--- src/rtl/spi_flash_pkg.sv ---
// Shared constants and types for the SPI NOR read controller.
// SPI_FLASH_SEQ_READ_EN adds the HOLD state used for sequential bursts.
package spi_flash_pkg;

  localparam logic [7:0] CMD_READ      = 8'h03;
  localparam int         CMD_ADDR_BITS = 32;
  localparam int         DATA_BITS     = 8;
  localparam int         XFER_BITS     = CMD_ADDR_BITS + DATA_BITS;
  localparam int         FA_BITS       = CMD_ADDR_BITS - 8;

  typedef enum logic [2:0] {
    ST_IDLE  = 3'd0,
    ST_CSGAP = 3'd1,
    ST_SHIFT = 3'd2,
    ST_DONE  = 3'd3
`ifdef SPI_FLASH_SEQ_READ_EN
    , ST_HOLD = 3'd4
`endif
  } fsm_state_t;

  // One request to the shift engine: full command+address frame, or
  // data-only continuation of an open burst.
  typedef struct packed {
    logic               seq;
    logic [FA_BITS-1:0] addr;
  } shift_req_t;

  function automatic logic [CMD_ADDR_BITS-1:0] read_header(input logic [FA_BITS-1:0] a);
    return {CMD_READ, a};
  endfunction

endpackage

--- src/rtl/spi_shift_engine.sv ---
// SPI mode-0 bit engine: clock divider, SCLK generation, MSB-first shift
// out of command/address and sampling of the returned byte.
module spi_shift_engine
  import spi_flash_pkg::*;
#(
  parameter int CLK_DIV = 2
) (
  input  logic       clk,
  input  logic       rst,
  input  logic       start,
  input  shift_req_t req,
  input  logic       miso,
  output logic       sclk,
  output logic       mosi,
  output logic       done,
  output logic [7:0] rx_byte
);

  localparam int DIV_W = (CLK_DIV > 1) ? $clog2(CLK_DIV) : 1;

  logic [DIV_W-1:0]     div_cnt;
  logic [5:0]           bits_left;
  logic [XFER_BITS-1:0] sreg;
  logic                 busy;
  logic                 half_end;

  assign half_end = (div_cnt == DIV_W'(CLK_DIV - 1));
  // Asserted in the cycle whose closing edge drops SCLK after the last bit.
  assign done     = busy && half_end && sclk && (bits_left == 6'd1);

  // Divider, SCLK phase, shift register and receive byte.
  always_ff @(posedge clk or negedge rst) begin
    if (!rst) begin
      busy      <= 1'b0;
      div_cnt   <= '0;
      bits_left <= '0;
      sreg      <= '0;
      sclk      <= 1'b0;
      mosi      <= 1'b0;
      rx_byte   <= 8'h00;
    end else if (start) begin
      busy    <= 1'b1;
      div_cnt <= '0;
      sclk    <= 1'b0;
      if (req.seq) begin
        sreg      <= '0;
        bits_left <= 6'(DATA_BITS);
        mosi      <= 1'b0;
      end else begin
        sreg      <= {read_header(req.addr), 8'h00};
        bits_left <= 6'(XFER_BITS);
        mosi      <= read_header(req.addr)[CMD_ADDR_BITS-1];
      end
    end else if (busy) begin
      if (!half_end) begin
        div_cnt <= div_cnt + 1'b1;
      end else begin
        div_cnt <= '0;
        if (!sclk) begin
          // Rising SCLK: the flash has held its bit since the last fall.
          sclk    <= 1'b1;
          rx_byte <= {rx_byte[6:0], miso};
        end else begin
          sclk <= 1'b0;
          if (bits_left == 6'd1) begin
            busy <= 1'b0;
            mosi <= 1'b0;
          end else begin
            bits_left <= bits_left - 6'd1;
            sreg      <= {sreg[XFER_BITS-2:0], 1'b0};
            mosi      <= sreg[XFER_BITS-2];
          end
        end
      end
    end
  end

endmodule

--- src/rtl/spi_flash_ctrl.sv ---
// Read-only SPI NOR flash controller behind the SoC byte flash port.
// Issues READ (0x03) frames; writes are acknowledged and dropped.
// Define SPI_FLASH_SEQ_READ_EN to keep CS low across sequential bytes.
module spi_flash_ctrl
  import spi_flash_pkg::*;
#(
  parameter int ADDR_W       = 32,
  parameter int FLASH_ADDR_W = 24,
  parameter int CLK_DIV      = 2,
  parameter int CS_HIGH_MIN  = 2,
  parameter int SEQ_TIMEOUT  = 16
) (
  input  logic              clk,
  input  logic              rst,
  input  logic [ADDR_W-1:0] flash_addr,
  input  logic              flash_read_en,
  input  logic              flash_write_en,
  output logic [7:0]        flash_data,
  output logic              flash_ready,
  output logic              spi_sclk,
  output logic              spi_cs_n,
  output logic              spi_mosi,
  input  logic              spi_miso
);

  fsm_state_t              state, state_n;
  logic [FLASH_ADDR_W-1:0] lat_addr;
  logic [FLASH_ADDR_W-1:0] req_addr;
  logic                    addr_match;
  logic                    ready_n, cs_n_n, start_n, seq_n, latch, load;
  logic                    start_r, seq_r;
  logic [7:0]              gap_cnt, gap_n;
  logic                    eng_done;
  logic [7:0]              eng_rx;
  shift_req_t              eng_req;

  // SoC address bits above the flash window are don't-care.
  logic unused_hi_addr;
  assign unused_hi_addr = ^flash_addr[ADDR_W-1:FLASH_ADDR_W];

  assign req_addr   = flash_addr[FLASH_ADDR_W-1:0];
  assign addr_match = (req_addr == lat_addr);
  assign eng_req    = '{seq: seq_r, addr: lat_addr};

`ifdef SPI_FLASH_SEQ_READ_EN
  localparam int IDLE_W = $clog2(SEQ_TIMEOUT + 1);
  logic [IDLE_W-1:0] idle_cnt, idle_n;
  logic              seq_match;
  assign seq_match = (req_addr == lat_addr + 1'b1);
`else
  localparam int unused_seq_timeout = SEQ_TIMEOUT;
`endif

  spi_shift_engine #(.CLK_DIV(CLK_DIV)) u_eng (
    .clk     (clk),
    .rst     (rst),
    .start   (start_r),
    .req     (eng_req),
    .miso    (spi_miso),
    .sclk    (spi_sclk),
    .mosi    (spi_mosi),
    .done    (eng_done),
    .rx_byte (eng_rx)
  );

  // State register.
  always_ff @(posedge clk or negedge rst) begin
    if (!rst) state <= ST_IDLE;
    else      state <= state_n;
  end

  // Next state, ready/CS protocol and engine kick.
  always_comb begin
    state_n = state;
    ready_n = flash_ready;
    cs_n_n  = spi_cs_n;
    start_n = 1'b0;
    seq_n   = seq_r;
    latch   = 1'b0;
    load    = 1'b0;
    gap_n   = gap_cnt;
`ifdef SPI_FLASH_SEQ_READ_EN
    idle_n  = idle_cnt;
`endif
    case (state)
      ST_IDLE: begin
        cs_n_n = 1'b1;
        if (flash_read_en && !flash_ready) begin
          state_n = ST_SHIFT;
          latch   = 1'b1;
          start_n = 1'b1;
          seq_n   = 1'b0;
          cs_n_n  = 1'b0;
          ready_n = 1'b0;
        end else begin
          // Write ack mirrors write_en; a pending read suppresses it.
          ready_n = flash_write_en && !flash_read_en;
        end
      end
      ST_SHIFT: begin
        if (eng_done) begin
          state_n = ST_DONE;
          load    = 1'b1;
          // Never flag a byte whose address the SoC has already moved off.
          ready_n = flash_read_en && addr_match;
`ifndef SPI_FLASH_SEQ_READ_EN
          cs_n_n  = 1'b1;
`endif
        end
      end
      ST_DONE: begin
        if (!flash_ready || !(flash_read_en && addr_match)) begin
          ready_n = 1'b0;
          gap_n   = 8'd0;
`ifdef SPI_FLASH_SEQ_READ_EN
          state_n = ST_HOLD;
          idle_n  = '0;
`else
          state_n = ST_CSGAP;
`endif
        end
      end
      ST_CSGAP: begin
        cs_n_n  = 1'b1;
        ready_n = 1'b0;
        if (gap_cnt >= 8'(CS_HIGH_MIN - 1)) state_n = ST_IDLE;
        else                               gap_n   = gap_cnt + 8'd1;
      end
`ifdef SPI_FLASH_SEQ_READ_EN
      ST_HOLD: begin
        ready_n = 1'b0;
        if (flash_read_en && seq_match) begin
          state_n = ST_SHIFT;
          latch   = 1'b1;
          start_n = 1'b1;
          seq_n   = 1'b1;
        end else if (flash_read_en || flash_write_en ||
                     idle_cnt == IDLE_W'(SEQ_TIMEOUT - 1)) begin
          state_n = ST_CSGAP;
          cs_n_n  = 1'b1;
          gap_n   = 8'd0;
        end else begin
          idle_n = idle_cnt + 1'b1;
        end
      end
`endif
      default: begin
        state_n = ST_IDLE;
        cs_n_n  = 1'b1;
        ready_n = 1'b0;
      end
    endcase
  end

  // Output and bookkeeping registers.
  always_ff @(posedge clk or negedge rst) begin
    if (!rst) begin
      flash_ready <= 1'b0;
      flash_data  <= 8'h00;
      spi_cs_n    <= 1'b1;
      start_r     <= 1'b0;
      seq_r       <= 1'b0;
      lat_addr    <= '0;
      gap_cnt     <= 8'd0;
    end else begin
      flash_ready <= ready_n;
      spi_cs_n    <= cs_n_n;
      start_r     <= start_n;
      seq_r       <= seq_n;
      gap_cnt     <= gap_n;
      if (latch) lat_addr   <= req_addr;
      if (load)  flash_data <= eng_rx;
    end
  end

`ifdef SPI_FLASH_SEQ_READ_EN
  // Idle counter for closing a parked burst.
  always_ff @(posedge clk or negedge rst) begin
    if (!rst) idle_cnt <= '0;
    else      idle_cnt <= idle_n;
  end
`endif

endmodule

--- config.mk ---
export PLATFORM = sky130hd
export DESIGN_NAME = spi_flash_ctrl
export DESIGN_NICKNAME = d
export VERILOG_FILES = /design/src/rtl/spi_flash_pkg.sv /design/src/rtl/spi_shift_engine.sv /design/src/rtl/spi_flash_ctrl.sv
export SDC_FILE = /design/constraint.sdc
export NUM_CORES = 1
export LEC_CHECK = 0
export BUFFER_PORTS_ARGS = -buffer_cell sky130_fd_sc_hd__buf_4
export CAP_MARGIN = 20
export CORE_ASPECT_RATIO = 1.25
export CORE_MARGIN = 2
export CORE_UTILIZATION = 45
export DETAILED_ROUTE_END_ITERATION = 8
export GPL_TIMING_DRIVEN = 0
export REMOVE_ABC_BUFFERS = 1
export SYNTH_ARGS = -nofsm -noshare
export SYNTH_HDL_FRONTEND = slang
export SYNTH_SLANG_ARGS = --single-unit
--- constraint.sdc ---
create_clock -name clk -period 2.1 [get_ports clk]
set_input_delay 0.21 -clock clk [delete_from_list [all_inputs] [get_ports clk]]
set_output_delay 0.21 -clock clk [all_outputs]
set_load 0.02 [all_outputs]
==> impl_metrics.yaml, run 1 <==
pwr:
  pwr-share-comb: 0.309
  power_density_mw_per_mm2: 1390
  switchingPower_mw: 2.28
  p_int_mw: 4.79
  switching_share: 0.323
  power_leakage_nw: 2.24
  clockPowerShare: 0.246
  peakVddDrop_mv: 0.569
  seqPwrFrac: 0.445
logic_synthesis:
  ys_seq_area_frac: 0.549
  async_flop_share: 1.00
  synth_area_mm2: 0.00429
  yosysWarnings: 0
  synth_ff_type: "dfrtp_1"
  syn_inst: 360
  yosysUniqueCellTypes: 40
  ys_ff_latch: 94
  synth.area.top_cells: "dfrtp_1 54%, mux2_2 8.4%, mux2i_1 5.4%"
  yosys.area.top_type: "dfrtp_1"
  syn_avg_cell_area_um2: 11.9
  synth_edf_count: 0
  yosys.area.top_type_share: 0.543
clock_tree:
  cts_buffers: 9
  numClockSinks: 94
  postCtsSetupRepairBufs: 0
  cts_root_buf: "clkbuf_16"
  path_clk_slew_ns: 0.07
  clk_latency_ns: 0.34
  clockBufferDepth: 2
  htreeDepth: 3
  cts_tree: "built"
worst_hold_path:
  holdPathStages: 2
  hold_class: "input pin to flop"
  hold_start: "spi_miso"
  hold_end: "u_eng.rx_byte[0]"
sta:
  rsz0062_at_grt: "no"
  fin_tns_setup_ns: 0
  setup_violations: 0
  worst_pin_slew_ns: 0.657
  fin_crit_sh: 0.933
  fin_skew_ns: 0.00748
  max_freq_ghz: 0.510
  holdWs_ns: 0.113
  hold_viol_final: 0
  max-slew-margin-rel: 0.560
  min_period_ns: 1.96
  slew_violations: 0
setup_path:
  worstPathCellList: "inv_1 -> ha_1 -> nor2b_4 -> nand4_1 -> or2_1 -> mux2_4"
  arrival_ns: 2.18
  critPathSlowestCell: "or2_1"
  critPathMaxStageDelay_ns: 0.44
  crit_fanout: 8
  path_delay_family: "simple AND/OR/NAND/NOR gates"
  path_class: "flop to flop"
  endpoint_kind: "flop"
  rr_startpoint: "u_eng.bits_left[1]"
  timing.rr.end: "flash_data[1]"
  path_buf_inv: 1
  reg2regPathDepth: 6
  reg2reg_slack_ns: 0.14
  required_ns: 2.32
  startpoint_type: "flop"
floorplan:
  fp.coreArea_mm2: 0.00922
  num_rows: 39
  die_w_um: 91.3
  fp.dieArea_mm2: 0.0103
  start_util: 0.465
  die_h_um: 113
  ioPinCount: 49
placement:
  portBuffers: 40
  hpwl_mm: 5.36
  place_congestion: 0.748
  postPlaceCellArea_mm2: 0.00473
cells_and_area:
  regArea_mm2: 0.00235
  post-route-cell-area_mm2: 0.00507
  nets: 442
  fill_cells: 800
  drive_above_1_share: 0.269
  area_growth_pct: 18.3
  multiInputGateArea_mm2: 0.00181
  antenna_cells: 0
drt:
  drt_wl_total_mm: 7.68
  wire_per_inst_um: 14.5
  via_per_inst: 5.08
  vias: 2683
  dr.pass1.iters: 5
  drtIter0Drc: 145
  drc: 0
  antenna_left: 0
outcome:
  status: "finished, final reports clean"
global_route:
  overflow: 0
  grt_pass1_vias: 2740
  grt_util_met2: 0.262
  antenna_found_initial: 0
  grt_busiest_layer: "met2"
  grt_max_degree: 55
  grt_pass1_wl_mm: 13.3
  grt.total_usage: 0.166
  use_met3: 0.0526
  grtUsageMet1: 0.219
flow_run:
  drv_cap: 0
[layout make-up]
cell class,count,area share
clock buffers,12,0.0486
multi-input cells,240,0.357
inverters,9,0.00666
repair buffers,46,0.0790
well taps,123,0.0304
clock inverters,4,0.0143
flip-flops and latches,94,0.464
[how the worst max path moves through the flow]
stage,start,end,slack [ns],cells past startpoint
2_1_floorplan,u_eng.bits_left[0],u_eng.bits_left[4],-0.03,6
3_3_place_gp,start_r,u_eng.rx_byte[1],-0.42,2
3_5_place_dp,u_eng.bits_left[1],flash_data[1],-0.15,6
4_1_cts,lat_addr[17],gap_cnt[5],0.02,5
5_1_grt,lat_addr[17],gap_cnt[1],0.007,5
6_report,u_eng.bits_left[1],flash_data[1],0.14,6
[what timing repair did]
item / CTS / global route
cloned: 0 / 0
hold buffers: 1 / 0
endpoints found under the setup margin: 8 / 23
pin swaps: 0 / 0
hold endpoints to repair: 39 / 0
resized for setup: 1 / 2
[per-stage QoR]
step                instances  utilization  setup slack (ns)  total power, mW
floorplan                 343            -           -0.0298             4.70
global placement          506        0.503            -0.420             5.24
detailed placement        511        0.513            -0.154             5.40
CTS                       528        0.549            0.0243             7.16
global route              528        0.550           0.00713             7.61
finish                    528        0.550             0.140             7.07
[layout by cell type, fill, tap and decap left out, drive strengths merged, types with 4 or more instances in the layout]
| master | instances |
|---|---|
| dfrtp | 93 |
| nor3 | 4 |
| nand3 | 4 |
| nor2 | 10 |
| o21ai | 27 |
| ha | 5 |
| xor2 | 7 |
| mux2 | 40 |
| nor4 | 4 |
| buf | 45 |
| a21oi | 9 |
| mux2i | 23 |
| xnor2 | 24 |
| inv | 9 |
| clkbuf | 12 |
| a31oi | 4 |
| nand2 | 49 |
| nand4 | 9 |
[metal layers]
| layer | vias up | part of all wire |
|---|---|---|
| met5 | - | 0 |
| met4 | 0 | 0.015 |
| met3 | 9 | 0.036 |
| met2 | 49 | 0.48 |
| met1 | 1308 | 0.47 |
| li1 | 1317 | - |
[Yosys cell counts, types with 2 or more instances]
cell / number
buf_2: 2
mux2_4: 8
and2b_1: 3
nor4_1: 4
nand3_1: 4
nor2_1: 10
a31oi_1: 4
ha_1: 5
xor2_1: 7
nand4_1: 9
clkbuf_1: 6
buf_4: 6
mux2_2: 32
nor2b_1: 3
buf_6: 2
nand2b_1: 2
a21oi_1: 8
inv_1: 9
mux2i_1: 23
nor3_1: 2
o21ai_0: 27
nand3b_1: 2
nor4b_1: 2
dfrtp_1: 93
nand2_1: 49
xnor2_1: 24
[worst reg2reg max path, delay by kind of cell, from the launching register on]
family	cells	cell delay, ns
simple gates	3	0.84
flops	1	0.39
fa+ha+maj	1	0.15
buf+inv	1	0.09
mux	1	0.38
[registers in the layout, indices dropped and copies added, names as in the netlist, 2 cells and up]
| register | count |
|---|---|
| gap_cnt | 8 |
| u_eng.bits_left | 6 |
| u_eng.sreg | 31 |
| state | 2 |
| u_eng.rx_byte | 8 |
| lat_addr | 24 |
| flash_data | 8 |
[power groups by stage]
stage / clock [mW] / sequential [mW] / combinational, mW
floorplan: 0 / 3.13 / 1.57
finish: 1.74 / 3.15 / 2.18
detailed placement: 0 / 3.19 / 2.21
global placement: 0 / 3.20 / 2.04
CTS: 1.78 / 3.16 / 2.22
global route: 1.87 / 3.27 / 2.47
[cell families after synthesis]
family / after synthesis / share of synthesized area
AND/OR/NAND/NOR: 96 / 0.115
flip-flops: 94 / 0.549
multiplexers: 63 / 0.166
AO/OA/AOI/OAI: 45 / 0.0601
XOR/XNOR: 31 / 0.0634
buffers and inverters: 26 / 0.0321
adder cells (fa/ha/maj): 5 / 0.0146
(Power assumes the default switching activity.)
==> inputs of run 2 (changes only) <==
ABC_AREA = 1   (was default)
CORE_UTILIZATION = 35   (was 45)
HOLD_SLACK_MARGIN = 0.12   (was default)
==> run 2 against run 1 <==
Fmax rose by 3.2%. Core utilization fell by 12 points. Clock-buffer cell count fell by 3. Clock skew fell by 0.0018 ns. Final cell count rose by 57%. Total power rose by 7.7%. Setup slack improved by 0.060 ns. Die area rose by 37%. Sequential power fell by 2%. Synthesized cell count rose by 70%. Via count rose by 41%.
==> impl_metrics.yaml, run 2 <==
global_route:
  overflow: 0
  grt_max_degree: 72
  grt_pass1_wl_mm: 17.0
  antenna_found_initial: 0
  grt_pass1_vias: 3704
  grt.total_usage: 0.150
outcome:
  status: "finished, final reports clean"
logic_synthesis:
  synth_area_mm2: 0.00462
  syn_inst: 611
  syn_avg_cell_area_um2: 7.56
  ys_ff_latch: 94
  post-synth-top-count-cell: "nand2_1"
  yosysWarnings: 0
  async_flop_share: 1.00
  ys_seq_area_frac: 0.510
  synth_edf_count: 0
  yosys.area.top_type: "dfrtp_1"
  synth_ff_type: "dfrtp_1"
  yosysUniqueCellTypes: 31
  synth.area.top_cells: "dfrtp_1 50%, nand2_1 18%, inv_1 7.5%"
  synthTopCellsByCount: "218 x nand2_1, 93 x dfrtp_1, 92 x inv_1, 61 x nor2_1, 47 x o21ai_0"
  yosys.area.top_type_share: 0.504
drt:
  vias: 3790
  dr.pass1.iters: 6
  wire_per_inst_um: 11.9
  wl_met3_um: 267
  drt-met1-wl_mm: 4.58
  antenna_left: 0
  top_layer: "met4"
  drtIter0Drc: 193
  via_per_inst: 4.58
  drt_wl_total_mm: 9.81
  drc: 0
  wl_met2_mm: 4.81
floorplan:
  ioPinCount: 49
  fp.coreArea_mm2: 0.0128
  die_h_um: 132
  num_rows: 46
  die_w_um: 107
  start_util: 0.361
  fp.dieArea_mm2: 0.0141
sta:
  setup_violations: 0
  setup_slack_ns: 0.201
  slew_violations: 0
  worst_pin_slew_ns: 0.875
  fin_tns_setup_ns: 0
  min_period_ns: 1.90
  fin_crit_sh: 0.904
  max_freq_ghz: 0.527
  hold_viol_final: 0
  rsz0062_at_grt: "no"
  max-slew-margin-rel: 0.415
  fin_skew_ns: 0.00564
pwr:
  power_leakage_nw: 2.86
  power_density_mw_per_mm2: 1390
  peakVddDrop_mv: 0.514
clock_tree:
  cts_buffers: 9
  clockBufferDepth: 2
  htreeDepth: 3
  cts_root_buf: "clkbuf_16"
  numClockSinks: 94
  clk_latency_ns: 0.35
  cts_tree: "built"
  path_clk_slew_ns: 0.07
placement:
  hpwl_mm: 7.00
  portBuffers: 40
  place_congestion: 0.810
  dpl_worst_slack_ns: -0.786
cells_and_area:
  area_growth_pct: 18.9
  final_cell_mix: "218 x nand2_1, 92 x inv_1, 92 x dfrtp_1"
  final_common_cell: "nand2_1"
  reg_top3: "u_eng.sreg (31), lat_addr (24)"
  regMostFlops: "u_eng.sreg"
  drive_above_1_share: 0.112
  antenna_cells: 0
  largest_register_ffs: 31
  nets: 697
setup_path:
  required_ns: 2.36
  reg2reg_slack_ns: 0.20
  path_buf_inv: 3
  worstPathCellList: "inv_4 -> o21ai_2 -> a21boi_4 -> buf_12 -> nand2_1 -> inv_1 -> a22oi_1"
  critPathMaxStageDelay_ns: 0.62
  path_delay_family: "flip-flops"
  timing.rr.end: "u_eng.sreg[32]"
  crit_fanout: 32
  critPathSlowestCell: "dfrtp_4"
  path_class: "flop to flop"
  rr_startpoint: "start_r"
  arrival_ns: 2.16
  path_depth: 7
  reg2regPathDepth: 7
  startpoint_type: "flop"
  endpoint_kind: "flop"
flow_run:
  drv_cap: 0
worst_hold_path:
  holdPathStages: 3
  hold_end: "u_eng.rx_byte[0]"
  hold_start: "spi_miso"
  hold_class: "input pin to flop"
run 2: worst register-to-register path: cells and delay by family (launching register included):
family | cells | cell delay, ns
flip-flops | 1 | 0.62
buffers and inverters | 3 | 0.58
AO/OA/AOI/OAI | 3 | 0.43
AND/OR/NAND/NOR | 1 | 0.19
run 2: logic make-up (layout without fill, tap and decap cells):
group / after synthesis / after routing / share of synthesized area
simple gates: 307 / 307 / 0.262
buf+inv: 111 / 160 / 0.0932
flops: 94 / 94 / 0.510
compound gates: 88 / 88 / 0.110
fa+ha+maj: 5 / 5 / 0.0136
xor+xnor: 5 / 5 / 0.00948
mux: 1 / 1 / 0.00244
run 2: how the worst max path moves through the flow:
stage / endpoint / from
floorplan: u_eng.sreg[32] / start_r
global placement: u_eng.sreg[33] / start_r
detailed placement: u_eng.bits_left[5] / start_r
CTS: u_eng.sreg[32] / start_r
global route: u_eng.bits_left[5] / start_r
finish: u_eng.sreg[32] / start_r
run 2: where the power goes:
group	leakage [nW]	internal, mW	switching, mW
Sequential	1.15	2.55	0.541
Clock	0.137	0.833	0.765
Combinational	1.57	1.15	1.78
run 2: cell type report:
class	count	area [µm²]
clock inverters	7	63.8
fillers	1278	7290
inverters	94	355
flip-flops and latches	94	2360
well taps	168	210
clock buffers	9	225
multi-input cells	406	1830
repair buffers	50	445
run 2: metal layers:
layer / GRT usage / vias to the layer above
met5: 0 / -
met4: 0.0548 / 0
met3: 0.0286 / 11
met2: 0.247 / 48
met1: 0.195 / 1746
li1: - / 1985
run 2: repair_timing:
item / 4_1_cts / 5_1_grt
hold buffers: 4 / 0
hold endpoints to repair: 26 / 0
gates resized for setup: 3 / 0
setup buffers: 3 / 0
setup endpoints to repair: 46 / 0
run 2: metrics by stage:
stage | cells | hold WS, ns | power, mW | instance area, µm² | utilization
CTS | 828 | 0.129 | 7.71 | 5490 | 0.430
finish | 828 | 0.126 | 7.62 | 5490 | 0.430
detailed placement | 805 | 0.152 | 5.96 | 5120 | 0.401
global placement | 802 | 0.432 | 5.76 | 5050 | 0.395
floorplan | 594 | -0.0856 | 5.07 | 4540 | -
global route | 828 | 0.147 | 8.35 | 5490 | 0.430
==> inputs of run 3 (changes only) <==
ABC_AREA = default   (was 1)
==> run 3 against run 2 <==
Clock power about the same. Sequential share of layout area increased by 1.0 points. Largest power group unchanged. Highest routed layer unchanged. Fmax decreased by 2.6%. Total power decreased by 8.5%.
==> impl_metrics.yaml, run 3 (synthesis results as in run 1) <==
cells_and_area:
  final_common_cell: "dfrtp_1"
  fill_cells: 1166
  regMostFlops: "u_eng.sreg"
  nets: 465
  reg_top3: "u_eng.sreg (31), lat_addr (24)"
  largest_register_ffs: 31
  area_growth_pct: 25.0
  antenna_cells: 0
  final_cell_mix: "92 x dfrtp_1, 49 x nand2_1, 41 x buf_4"
  drive_above_1_share: 0.259
  fin_util: 0.445
pwr:
  power_leakage_nw: 2.32
  pwr-share-comb: 0.320
  switchingPower_mw: 2.26
  power.total_mw: 6.97
  peakVddDrop_mv: 0.726
  seqPwrFrac: 0.450
  p_int_mw: 4.71
  clockPowerShare: 0.230
  switching_share: 0.325
  power_density_mw_per_mm2: 1300
setup_path:
  required_ns: 2.32
  startpoint_type: "flop"
  critPathSlowestCell: "or2_2"
  endpoint_kind: "flop"
  arrival_ns: 2.17
  worstPathCellList: "inv_1 -> ha_1 -> nor2b_4 -> nand4_1 -> or2_2 -> mux2_4"
  critPathMaxStageDelay_ns: 0.45
  crit_fanout: 8
  rr_startpoint: "u_eng.bits_left[1]"
  path_class: "flop to flop"
  reg2reg_slack_ns: 0.15
  startpoint: "u_eng.bits_left[1]"
floorplan:
  ioPinCount: 49
  fp.coreArea_mm2: 0.0120
  start_util: 0.356
  fp.dieArea_mm2: 0.0132
  num_rows: 45
  die_w_um: 103
  die_h_um: 128
worst_hold_path:
  hold_class: "input pin to flop"
  hold_start: "flash_addr[21]"
placement:
  portBuffers: 40
  hpwl_mm: 5.29
  place_congestion: 0.718
  dpl_worst_slack_ns: -0.200
clock_tree:
  clockBufferDepth: 2
  htreeDepth: 3
  clk_latency_ns: 0.34
  numClockSinks: 94
  path_clk_slew_ns: 0.06
  cts_buffers: 9
  cts_tree: "built"
  cts_root_buf: "clkbuf_16"
sta:
  hold_viol_final: 0
  slew_violations: 0
  min_period_ns: 1.95
  holdWs_ns: 0.139
  fin_skew_ns: 0.00832
  max-slew-margin-rel: 0.555
  worst_pin_slew_ns: 0.664
  setup_slack_ns: 0.149
  fin_tns_setup_ns: 0
  fin_crit_sh: 0.929
  rsz0062_at_grt: "no"
  max_freq_ghz: 0.513
  setup_violations: 0
global_route:
  grt_pass1_vias: 2824
  grt.total_usage: 0.131
  grt_max_degree: 57
  antenna_found_initial: 0
  overflow: 0
  grt_pass1_wl_mm: 13.5
drt:
  drc: 0
  dr.pass1.iters: 4
  drt_wl_total_mm: 7.74
  drtIter0Drc: 148
  vias: 2738
  via_per_inst: 4.63
  antenna_left: 0
  wire_per_inst_um: 13.1
outcome:
  status: "finished, final reports clean"
flow_run:
  drv_cap: 0
## run 3: cell types whose count changed in the layout (fill, tap and decap cells not counted), sizes merged, moves of 20 or more
cell   before  now
xnor2       4   24
inv        99    9
o21ai      50   27
mux2        1   40
nor2       62   10
mux2i       0   23
nand2     219   49
## run 3: final cells by class
class	instances	area [µm²]	area share
clock buffer	13	250	0.0467
clock inverter	3	45.0	0.00841
inverter	9	33.8	0.00631
multi-input combinational	240	1810	0.339
sequential	94	2350	0.440
tap	164	205	0.0383
timing repair buffer	69	653	0.122
## run 3: per-layer routing
metal  up-vias  wire (µm)  GRT usage
met2        37       3810      0.209
met1      1321       3540      0.172
met3         9        253     0.0289
met4         0        134     0.0557
li1       1371          -          -
met5         -          0          0
## run 3: what timing repair did
action	CTS	global route
setup endpoints to repair	8	30
gates cloned	0	0
resized for setup	2	3
buffers inserted	0	2
pin swaps	0	1
hold buffers	23	0
endpoints found under the hold margin	61	0
## run 3: worst max-delay path, delay by kind of cell (launching register included)
| kind | cells | cell delay [ns] |
|---|---|---|
| DFF | 1 | 0.39 |
| muxes | 1 | 0.33 |
| and+or+nand+nor | 3 | 0.86 |
| adders and majority gates | 1 | 0.15 |
| buffers and inverters | 1 | 0.10 |
## run 3: path summary, 6_finish.rpt
check | end | depth (start not counted)
worst min register to register | spi_cs_n | 2
worst min-delay path | lat_addr[21] | 2
worst max register to register | flash_data[6] | 6
min in group asynchronous | u_eng.sreg[33] | 2
max in group asynchronous | start_r | 3
worst max-delay path | flash_data[6] | 6
## run 3: per-stage QoR
step | area [µm²] | cells
final | 5360 | 592
after global routing | 5360 | 592
after CTS | 5310 | 590
after detailed placement | 4780 | 551
after global placement | 4690 | 547
after floorplan | 4180 | 343
## run 3: power groups by stage
stage	Clock (mW)	Sequential (mW)	Combinational, mW
2_1_floorplan	0	3.13	1.57
3_3_place_gp	0	3.20	2.03
3_5_place_dp	0	3.18	2.21
4_1_cts	1.66	3.15	2.26
5_1_grt	1.74	3.26	2.54
6_report	1.60	3.14	2.23
